## config.mk

```make
export PLATFORM = sky130hd
export DESIGN_NAME = fetch_ctrl_flat
export DESIGN_NICKNAME = d
export VERILOG_FILES = /design/src/rtl/fetch_pkg.sv /design/src/rtl/fetch_ctrl_if.sv /design/src/rtl/fetch_ctrl_redirect_arb.sv /design/src/rtl/fetch_ctrl.sv /design/src/flat_wrapper.sv
export SDC_FILE = /design/constraint.sdc
export NUM_CORES = 1
export LEC_CHECK = 0
export BUFFER_PORTS_ARGS = -buffer_cell sky130_fd_sc_hd__buf_2
export CAP_MARGIN = 10
export CORE_ASPECT_RATIO = 0.5
export CORE_UTILIZATION = 50
export CTS_CLUSTER_SIZE = 40
export DETAILED_ROUTE_END_ITERATION = 10
export PLACE_DENSITY = 0.76
export SYNTH_ARGS = -nofsm -noshare
export SYNTH_HDL_FRONTEND = slang
export SYNTH_HIERARCHICAL = 1
export SYNTH_SLANG_ARGS = --single-unit
```

## constraint.sdc

```tcl
create_clock -name clk -period 5.2 [get_ports clk]
set_input_delay 0.78 -clock clk [delete_from_list [all_inputs] [get_ports clk]]
set_output_delay 0.78 -clock clk [all_outputs]
set_load 0.005 [all_outputs]
```

## src/rtl/fetch_pkg.sv

```systemverilog
// Shared definitions for the dual-issue fetch sequencer: FSM encoding,
// default sequential step / reset PC, and the target alignment constant.
package fetch_pkg;

  typedef enum logic [1:0] {
    ST_BOOT = 2'd0,
    ST_RUN  = 2'd1,
    ST_HOLD = 2'd2
  } fetch_state_e;

  localparam int unsigned DEF_STEP     = 8;
  localparam logic [31:0] DEF_RESET_PC = 32'h0000_0000;

  // Redirect targets are word aligned: this many low bits are forced to zero.
  localparam int unsigned ALIGN_LSBS   = 2;

endpackage

```

## src/rtl/fetch_ctrl_if.sv

```systemverilog
// Bus between the hazard unit / decode (master side) and the fetch sequencer
// (slave side), plus the observed fetch PC, strobes and debug state.
interface fetch_ctrl_if #(
  parameter int WIDTH = 32,
  parameter int CNT_W = 16
) ();
  import fetch_pkg::*;

  // redirN_valid is a single-cycle qualifier for redirN_target with no ready
  // back: the sequencer always accepts it (applied now, latched while stallf
  // is high, or dropped during BOOT). stallf is the only back-pressure.
  logic             stallf;
  logic             redir0_valid;
  logic [WIDTH-1:0] redir0_target;
  logic             redir1_valid;
  logic [WIDTH-1:0] redir1_target;
  logic [WIDTH-1:0] pcf;
  logic             fetch_valid;
  logic             flushd;
  logic             kill1d;
  logic [CNT_W-1:0] redirect_count;
  fetch_state_e     dbg_state;

  modport master (
    output stallf, redir0_valid, redir0_target, redir1_valid, redir1_target,
    input  pcf, fetch_valid, flushd, kill1d, redirect_count, dbg_state
  );

  modport slave (
    input  stallf, redir0_valid, redir0_target, redir1_valid, redir1_target,
    output pcf, fetch_valid, flushd, kill1d, redirect_count, dbg_state
  );

endinterface

```

## src/rtl/fetch_ctrl_redirect_arb.sv

```systemverilog
// Combinational redirect arbiter: slot 0 beats slot 1, targets are aligned,
// and a live redirect beats a previously latched (pending) one.
module redirect_arb
  import fetch_pkg::*;
#(
  parameter int WIDTH = 32
) (
  input  logic             r0_valid,
  input  logic [WIDTH-1:0] r0_target,
  input  logic             r1_valid,
  input  logic [WIDTH-1:0] r1_target,
  input  logic             pend_valid,
  input  logic [WIDTH-1:0] pend_target,
  output logic             live_valid,
  output logic [WIDTH-1:0] live_target,
  output logic             apply_valid,
  output logic [WIDTH-1:0] apply_target
);

  localparam logic [WIDTH-1:0] ALIGN_MASK =
    {{(WIDTH - ALIGN_LSBS){1'b1}}, {ALIGN_LSBS{1'b0}}};

  logic [WIDTH-1:0] raw_target;

  always_comb begin
    raw_target   = r0_valid ? r0_target : r1_target;
    live_valid   = r0_valid | r1_valid;
    live_target  = raw_target & ALIGN_MASK;
    // Pending targets were aligned when latched, so they pass straight through.
    apply_valid  = live_valid | pend_valid;
    apply_target = live_valid ? live_target : pend_target;
  end

endmodule

```

## src/rtl/fetch_ctrl.sv

```systemverilog
// Fetch-stage sequencer: owns the fetch PC, the BOOT/RUN/HOLD FSM, the
// stalled-redirect latch and the saturating applied-redirect counter.
module fetch_ctrl
  import fetch_pkg::*;
#(
  parameter int               WIDTH    = 32,
  parameter int unsigned      STEP     = DEF_STEP,
  parameter logic [WIDTH-1:0] RESET_PC = WIDTH'(DEF_RESET_PC),
  parameter int               CNT_W    = 16
) (
  input  logic         clk,
  input  logic         reset,
  fetch_ctrl_if.slave  bus
);

  fetch_state_e     state_q, state_d;
  logic [WIDTH-1:0] pc_q, pc_d;
  logic             fv_q, fv_d;
  logic             pend_valid_q, pend_valid_d;
  logic [WIDTH-1:0] pend_target_q, pend_target_d;
  logic [CNT_W-1:0] cnt_q, cnt_d;
  logic             flush;
  logic             kill;

  logic             live_valid;
  logic [WIDTH-1:0] live_target;
  logic             apply_valid;
  logic [WIDTH-1:0] apply_target;

  redirect_arb #(.WIDTH(WIDTH)) u_arb (
    .r0_valid     (bus.redir0_valid),
    .r0_target    (bus.redir0_target),
    .r1_valid     (bus.redir1_valid),
    .r1_target    (bus.redir1_target),
    .pend_valid   (pend_valid_q),
    .pend_target  (pend_target_q),
    .live_valid   (live_valid),
    .live_target  (live_target),
    .apply_valid  (apply_valid),
    .apply_target (apply_target)
  );

  always_comb begin
    state_d       = state_q;
    pc_d          = pc_q;
    pend_valid_d  = pend_valid_q;
    pend_target_d = pend_target_q;
    cnt_d         = cnt_q;
    flush         = 1'b0;
    kill          = bus.redir0_valid & ~bus.stallf & ~reset;

    case (state_q)
      ST_BOOT: state_d = ST_RUN;
      ST_RUN:  if (bus.stallf)  state_d = ST_HOLD;
      ST_HOLD: if (!bus.stallf) state_d = ST_RUN;
      default: state_d = ST_BOOT;
    endcase

    // BOOT ignores redirects entirely; otherwise stallf decides apply vs latch.
    if (state_q != ST_BOOT && !reset) begin
      if (!bus.stallf) begin
        if (apply_valid) begin
          flush        = 1'b1;
          pc_d         = apply_target;
          pend_valid_d = 1'b0;
          if (cnt_q != '1) cnt_d = cnt_q + CNT_W'(1);
        end else begin
          pc_d = pc_q + WIDTH'(STEP);
        end
      end else if (live_valid) begin
        pend_valid_d  = 1'b1;
        pend_target_d = live_target;
      end
    end

    fv_d = (state_d == ST_RUN);
  end

  always_ff @(posedge clk or posedge reset) begin
    if (reset) begin
      state_q       <= ST_BOOT;
      pc_q          <= RESET_PC;
      fv_q          <= 1'b0;
      pend_valid_q  <= 1'b0;
      pend_target_q <= '0;
      cnt_q         <= '0;
    end else begin
      state_q       <= state_d;
      pc_q          <= pc_d;
      fv_q          <= fv_d;
      pend_valid_q  <= pend_valid_d;
      pend_target_q <= pend_target_d;
      cnt_q         <= cnt_d;
    end
  end

  assign bus.pcf            = pc_q;
  assign bus.fetch_valid    = fv_q;
  assign bus.flushd         = flush;
  assign bus.kill1d         = kill;
  assign bus.redirect_count = cnt_q;
  assign bus.dbg_state      = state_q;

endmodule
```

## src/flat_wrapper.sv

```systemverilog
// flat-port wrapper written by rule: the top's interface ports become plain ports
module fetch_ctrl_flat import fetch_pkg::*;
#(
  parameter int               WIDTH    = 32,
  parameter int unsigned      STEP     = DEF_STEP,
  parameter logic [WIDTH-1:0] RESET_PC = WIDTH'(DEF_RESET_PC),
  parameter int               CNT_W    = 16
)
  (clk, reset, bus_stallf, bus_redir0_valid, bus_redir0_target, bus_redir1_valid, bus_redir1_target, bus_pcf, bus_fetch_valid, bus_flushd, bus_kill1d, bus_redirect_count, bus_dbg_state);
  fetch_ctrl_if #(.WIDTH(WIDTH), .CNT_W(CNT_W)) bus_i ();
  input  logic clk;
  input  logic reset;
  input wire logic [$bits(bus_i.stallf)-1:0] bus_stallf;
  input wire logic [$bits(bus_i.redir0_valid)-1:0] bus_redir0_valid;
  input wire logic [$bits(bus_i.redir0_target)-1:0] bus_redir0_target;
  input wire logic [$bits(bus_i.redir1_valid)-1:0] bus_redir1_valid;
  input wire logic [$bits(bus_i.redir1_target)-1:0] bus_redir1_target;
  output wire logic [$bits(bus_i.pcf)-1:0] bus_pcf;
  output wire logic [$bits(bus_i.fetch_valid)-1:0] bus_fetch_valid;
  output wire logic [$bits(bus_i.flushd)-1:0] bus_flushd;
  output wire logic [$bits(bus_i.kill1d)-1:0] bus_kill1d;
  output wire logic [$bits(bus_i.redirect_count)-1:0] bus_redirect_count;
  output wire logic [$bits(bus_i.dbg_state)-1:0] bus_dbg_state;
  assign bus_i.stallf = bus_stallf;
  assign bus_i.redir0_valid = bus_redir0_valid;
  assign bus_i.redir0_target = bus_redir0_target;
  assign bus_i.redir1_valid = bus_redir1_valid;
  assign bus_i.redir1_target = bus_redir1_target;
  assign bus_pcf = bus_i.pcf;
  assign bus_fetch_valid = bus_i.fetch_valid;
  assign bus_flushd = bus_i.flushd;
  assign bus_kill1d = bus_i.kill1d;
  assign bus_redirect_count = bus_i.redirect_count;
  assign bus_dbg_state = bus_i.dbg_state;
  fetch_ctrl #(.WIDTH(WIDTH), .STEP(STEP), .RESET_PC(RESET_PC), .CNT_W(CNT_W)) u_core (.clk(clk), .reset(reset), .bus(bus_i));
endmodule
```

# After elaboration in Yosys (flattened, before gate mapping)
# Cells that the tools add are included.
# W data, S select, Z words.
totals:
  reg_bits: 84
  output_inout_bits: 53
  elab_cells: 40
op_classes:
  add_sub_neg: 2
  n_eq_ne: 5
  mux: 12
  bitwise: 6
  n_reduce_logical: 9
op_table:
  columns: ["operator", "n"]
  rows:
  - ["$mux W32", 3]
  - ["$add A32 B4 Y32 const B", 1]
  - ["$add A16 B1 Y16 const B", 1]
  - ["$ne A16 B16 Y1 const B", 1]
  - ["$mux W1", 6]
  - ["$pmux W2 S3", 1]
  - ["$eq A2 B1 Y1 const B", 2]
  - ["$mux W2", 2]
  - ["$reduce_and A2 Y1", 2]
  - ["$reduce_and A4 Y1", 1]
  - ["$reduce_bool A2 Y1", 2]
  - ["$reduce_and A3 Y1", 1]
  - ["$and A1 B1 Y1", 2]
  - ["$eq A2 B2 Y1 const B", 1]
  - ["$logic_not A2 Y1", 1]
  - ["$ne A2 B1 Y1 const B", 1]
  - ["$not A1 Y1", 2]
  - ["$or A1 B1 Y1", 2]
  - ["$logic_and A1 B1 Y1", 1]
  - ["$logic_not A1 Y1", 1]

# Longest topological paths before layout
depth:
  ltp_word: 5
  ltp_mapped: 7
  mapped_depth_nobuf: 5

# Modules after synthesis
# Netlist, hierarchy kept.
by_module_without_submodules:
  columns: ["mod", "n_inst", "cells_each", "area_each_um2", "seq_area_each_um2"]
  rows:
  - ["fetch_ctrl", 1, 407, 4241.6, 2102.0]
  - ["redirect_arb", 1, 173, 994.7, 0.0]

# Worst setup path before layout
# OpenSTA, ideal clock, no wires.
synth_path:
  path_type: "input -> output"
  startpoint: "input port bus_redir0_valid"
  endpoint: "output port bus_flushd"
  t_arrival_ns: 1.980
  setup_slack_ns: 2.440
  cell_stages: 5
  cell_sequence: "buf_4 > or3_1 > nand3_1 > clkbuf_1 > inv_1"
synth_between:
  elab_chain_len: 5
synth_rtl:
  columns: ["element", "line_no", "rtl"]
  rows:
  - ["from (decl)", "flat_wrapper.sv:14", "input wire logic [$bits(bus_i.redir0_valid)-1:0] bus_redir0_valid;"]
  - ["$or A1 B1 Y1", "fetch_ctrl_redirect_arb.sv:27", "live_valid = r0_valid | r1_valid;"]
  - ["$or A1 B1 Y1", "fetch_ctrl_redirect_arb.sv:30", "apply_valid = live_valid | pend_valid;"]
  - ["via u_core.apply_valid", "fetch_ctrl.sv:27", "logic apply_valid;"]
  - ["$mux W1", "fetch_ctrl.sv:62", "if (apply_valid) begin"]
  - ["$mux W1", "fetch_ctrl.sv:61", "if (!bus.stallf) begin"]
  - ["$mux W1", "fetch_ctrl.sv:60", "if (state_q != ST_BOOT && !reset) begin"]
  - ["to (decl)", "flat_wrapper.sv:20", "output wire logic [$bits(bus_i.flushd)-1:0] bus_flushd;"]
# The timed path passes the listed nets, and every way through them passes these cells.

# Final worst setup path
layout_path:
  startpoint: "input port bus_redir1_valid"
  endpoint: "output port bus_flushd"
layout_between:
  elab_chain_len: 5
layout_rtl:
  columns: ["element", "line_no", "rtl"]
  rows:
  - ["from (decl)", "flat_wrapper.sv:16", "input wire logic [$bits(bus_i.redir1_valid)-1:0] bus_redir1_valid;"]
  - ["$or A1 B1 Y1", "fetch_ctrl_redirect_arb.sv:27", null]
  - ["$or A1 B1 Y1", "fetch_ctrl_redirect_arb.sv:30", null]
  - ["via u_core.apply_valid", "fetch_ctrl.sv:27", null]
  - ["$mux W1", "fetch_ctrl.sv:62", null]
  - ["$mux W1", "fetch_ctrl.sv:61", null]
  - ["$mux W1", "fetch_ctrl.sv:60", null]
# The timed path passes the listed nets, and every way through them passes these cells.

==> metrics.txt <==
initial DRC count 284; worst slew pin tran between 1 and 1.5 ns; Final Hold Viols 0; first-pass GRT wire length around 22 mm; Ant. Diodes 0; Yosys warnings 6; clock sinks 84; final wirelength around 13 mm; Routed wire per std cell between 15 and 20 µm; WL met2 6.08 mm; element type at the critical path start primary input; CTS tree built; Critical Path Fanout Max 32; clock buffer count from CTS 9; placed cell areas 5830 µm²; Max Clock Skew about 0.0056 ns; post-synthesis instance total between 500 and 600; Final Critical Period 3.44 ns; CTS max path bufs 2; Max Slew Vio Count 0; async set-reset flop share out of synthesis between 90% and 100%; RSZ-0062 raised after global routing no; Final HPWL DP 8.82 mm; root buffer cell clkbuf_16; H-Tree Depth 3; Initial Util between 50% and 60%; layout cells sized above 1 between 20% and 30%; Post-synth EDFFs 0; maxcap violations 0; area delta synth->final 18.4%; Post-Syn Area about 5200 µm²; Fill cells roughly 830; Horiz. Die Dim approximately 150 µm; Final ANT Viol Nets 0; final worst path period share 66.1%; CP Data Required Time roughly 4.4 ns; largest net degree at the start of global routing 93; # setup viols final 0; Met3 Routed Length roughly 860 µm; overall power 2.92 mW; Core Box Area slightly below 10000 µm²; DR pass1 iterations 4; static leakage slightly below 3 nW; sequential fraction of the synthesis area 40.1%; Post-Syn Area per Cell 9.03 µm²; Final TNS setup 0 ns; routed vias/inst around 5.8; gr ovfl total 0; Finished Cell Area just over 6000 µm²; postcts setup bufs 0; Achievable Freq just under 300 MHz; CP endpoint kind primary output; Power Dens Cells 470 nW/µm²; die area between 10000 and 15000 µm²; placement row count 25; Clock Latency Late Sink about 0.34 ns; Post-CTS Resized 0; Worst VDD drop 0.000205 V; status finished, final reports clean; hold slack approximately 0.47 ns; Top Metal Used met5; Yosys reg bits 84; initial antenna violation count 2; hold-fix buffer count after cts 0; met1 WL ~6 mm; DIE HEIGHT 74.4 µm; Clk pin slew, worst setup/hold paths 0.06 ns; WP data arrival ~2.7 ns; Slew Limit Headroom around a third; routability cong. a little over 0.8; post-synthesis cell type count 56; Final #Nets approximately 750; I/O Buffers roughly 120; ys flop type dfrtp_1; number of remaining DRC errors 0; kind of critical path primary input to primary output; GR Util All Layers between 20 and 25%; I/O Pins between 100 and 150; HP Class register to register; vias in the first global route about 4500; Via Count 4736
layout by cell type, fill, tap and decap left out, drive strengths merged, types with 9 or more instances in the layout:
cell type / Yosys / final
nand2: 52 / 52
dfrtp: 84 / 84
nor2: 24 / 24
buf: 18 / 126
nand3: 24 / 24
xor2: 16 / 16
nand4: 18 / 18
o21ai: 82 / 82
nor3: 17 / 17
clkbuf: 23 / 12
inv: 39 / 38
nor4: 19 / 19
a21oi: 14 / 14
mux2i: 35 / 35
o2bb2ai: 9 / 9
mux2: 36 / 36
synthesized netlist by cell type, types with 3 or more instances:
cell type	instances	area, µm²
o2bb2ai_1	9	78.8
nor3_1	17	85.1
and4_1	3	26.3
a21boi_0	3	22.5
buf_4	3	22.5
o21ai_1	30	150
a311oi_1	5	43.8
nor4_1	19	119
a22oi_1	3	22.5
nand2_1	52	195
or4_1	4	30.0
buf_2	9	45.0
a21oi_1	14	70.1
xor2_1	16	140
and3_1	6	37.5
mux2i_1	35	350
o21ai_0	52	260
dfrtp_1	84	2100
clkbuf_1	20	75.1
buf_12	3	60.1
a31oi_1	6	37.5
nand3_1	23	115
nand4_1	17	106
a211oi_1	4	30.0
nand4b_1	5	43.8
nor2_1	24	90.1
inv_1	39	146
mux2_2	36	405
state kept, by name, summed over array words and instances, names as in the netlist:
| register | cells |
|---|---|
| u_core/pend_target_q | 32 |
| u_core/bus.pcf | 32 |
| u_core/pend_valid_q | 1 |
| u_core/bus.fetch_valid | 1 |
| u_core/bus.redirect_count | 16 |
| u_core/bus.dbg_state | 2 |
routing by layer:
layer | vias up | GRT usage (%)
li1 | 2301 | -
met1 | 2268 | 32.2
met2 | 150 | 42.4
met3 | 15 | 6.81
met4 | 2 | 6.37
met5 | - | 0
critical path, cell delays in order:
cell and delay (ns):
buf_2 0.75, or3_2 0.27, nand3_1 0.54, inv_1 0.17, buf_2 0.13
cell families after synthesis:
logic type               Yosys count  synth area share [%]
other                              1                0.0716
buffers and inverters             80                  7.41
AO/OA/AOI/OAI                    141                  16.0
flip-flops                        84                  40.1
adder cells (fa/ha/maj)            2                 0.478
AND/OR/NAND/NOR                  185                  18.8
XOR/XNOR                          16                  2.68
multiplexers                      71                  14.4
where the power goes:
part           internal (mW)  switching (mW)
logic                  0.449           0.459
clock network          0.531           0.254
registers              0.930           0.292
total                   1.91            1.01
metrics by stage:
stage                     utilization, %  setup WS, ns  std cells
after floorplan                        -          2.25        581
after global placement              59.6          1.72        801
after detailed placement            59.6          1.63        801
after CTS                           63.3          1.77        817
after global routing                63.3          1.61        817
final                               63.3          1.76        817
worst paths after layout:
| path | end | depth (start not counted) | slack (ns) | from |
|---|---|---|---|---|
| min in group asynchronous | u_core/pend_target_q[26]$_DFFE_PP0P_ | 2 | 0.58 | reset |
| worst max register to register | u_core/bus.pcf[26]$_DFFE_PP0P_ | 6 | 2.64 | u_core/pend_valid_q$_DFFE_PP0P_ |
| max in group asynchronous | u_core/pend_target_q[7]$_DFFE_PP0P_ | 3 | 3.60 | reset |
| worst min-delay path | u_core/pend_valid_q$_DFFE_PP0P_ | 1 | 0.47 | u_core/pend_valid_q$_DFFE_PP0P_ |
| worst min register to register | u_core/pend_valid_q$_DFFE_PP0P_ | 1 | 0.47 | u_core/pend_valid_q$_DFFE_PP0P_ |
| worst max-delay path | bus_flushd | 5 | 1.76 | bus_redir1_valid |
cell type report:
class                      count  area (µm²)  area share [%]
clock inverter                 4         120            1.94
tap                          135         169            2.72
clock buffer                  12         246            3.98
multi-input combinational    417        2760            44.5
sequential                    84        2100            33.9
inverter                      39         148            2.38
timing repair buffer         126         653            10.5
Note: power is estimated with default switching activity, not from simulation.
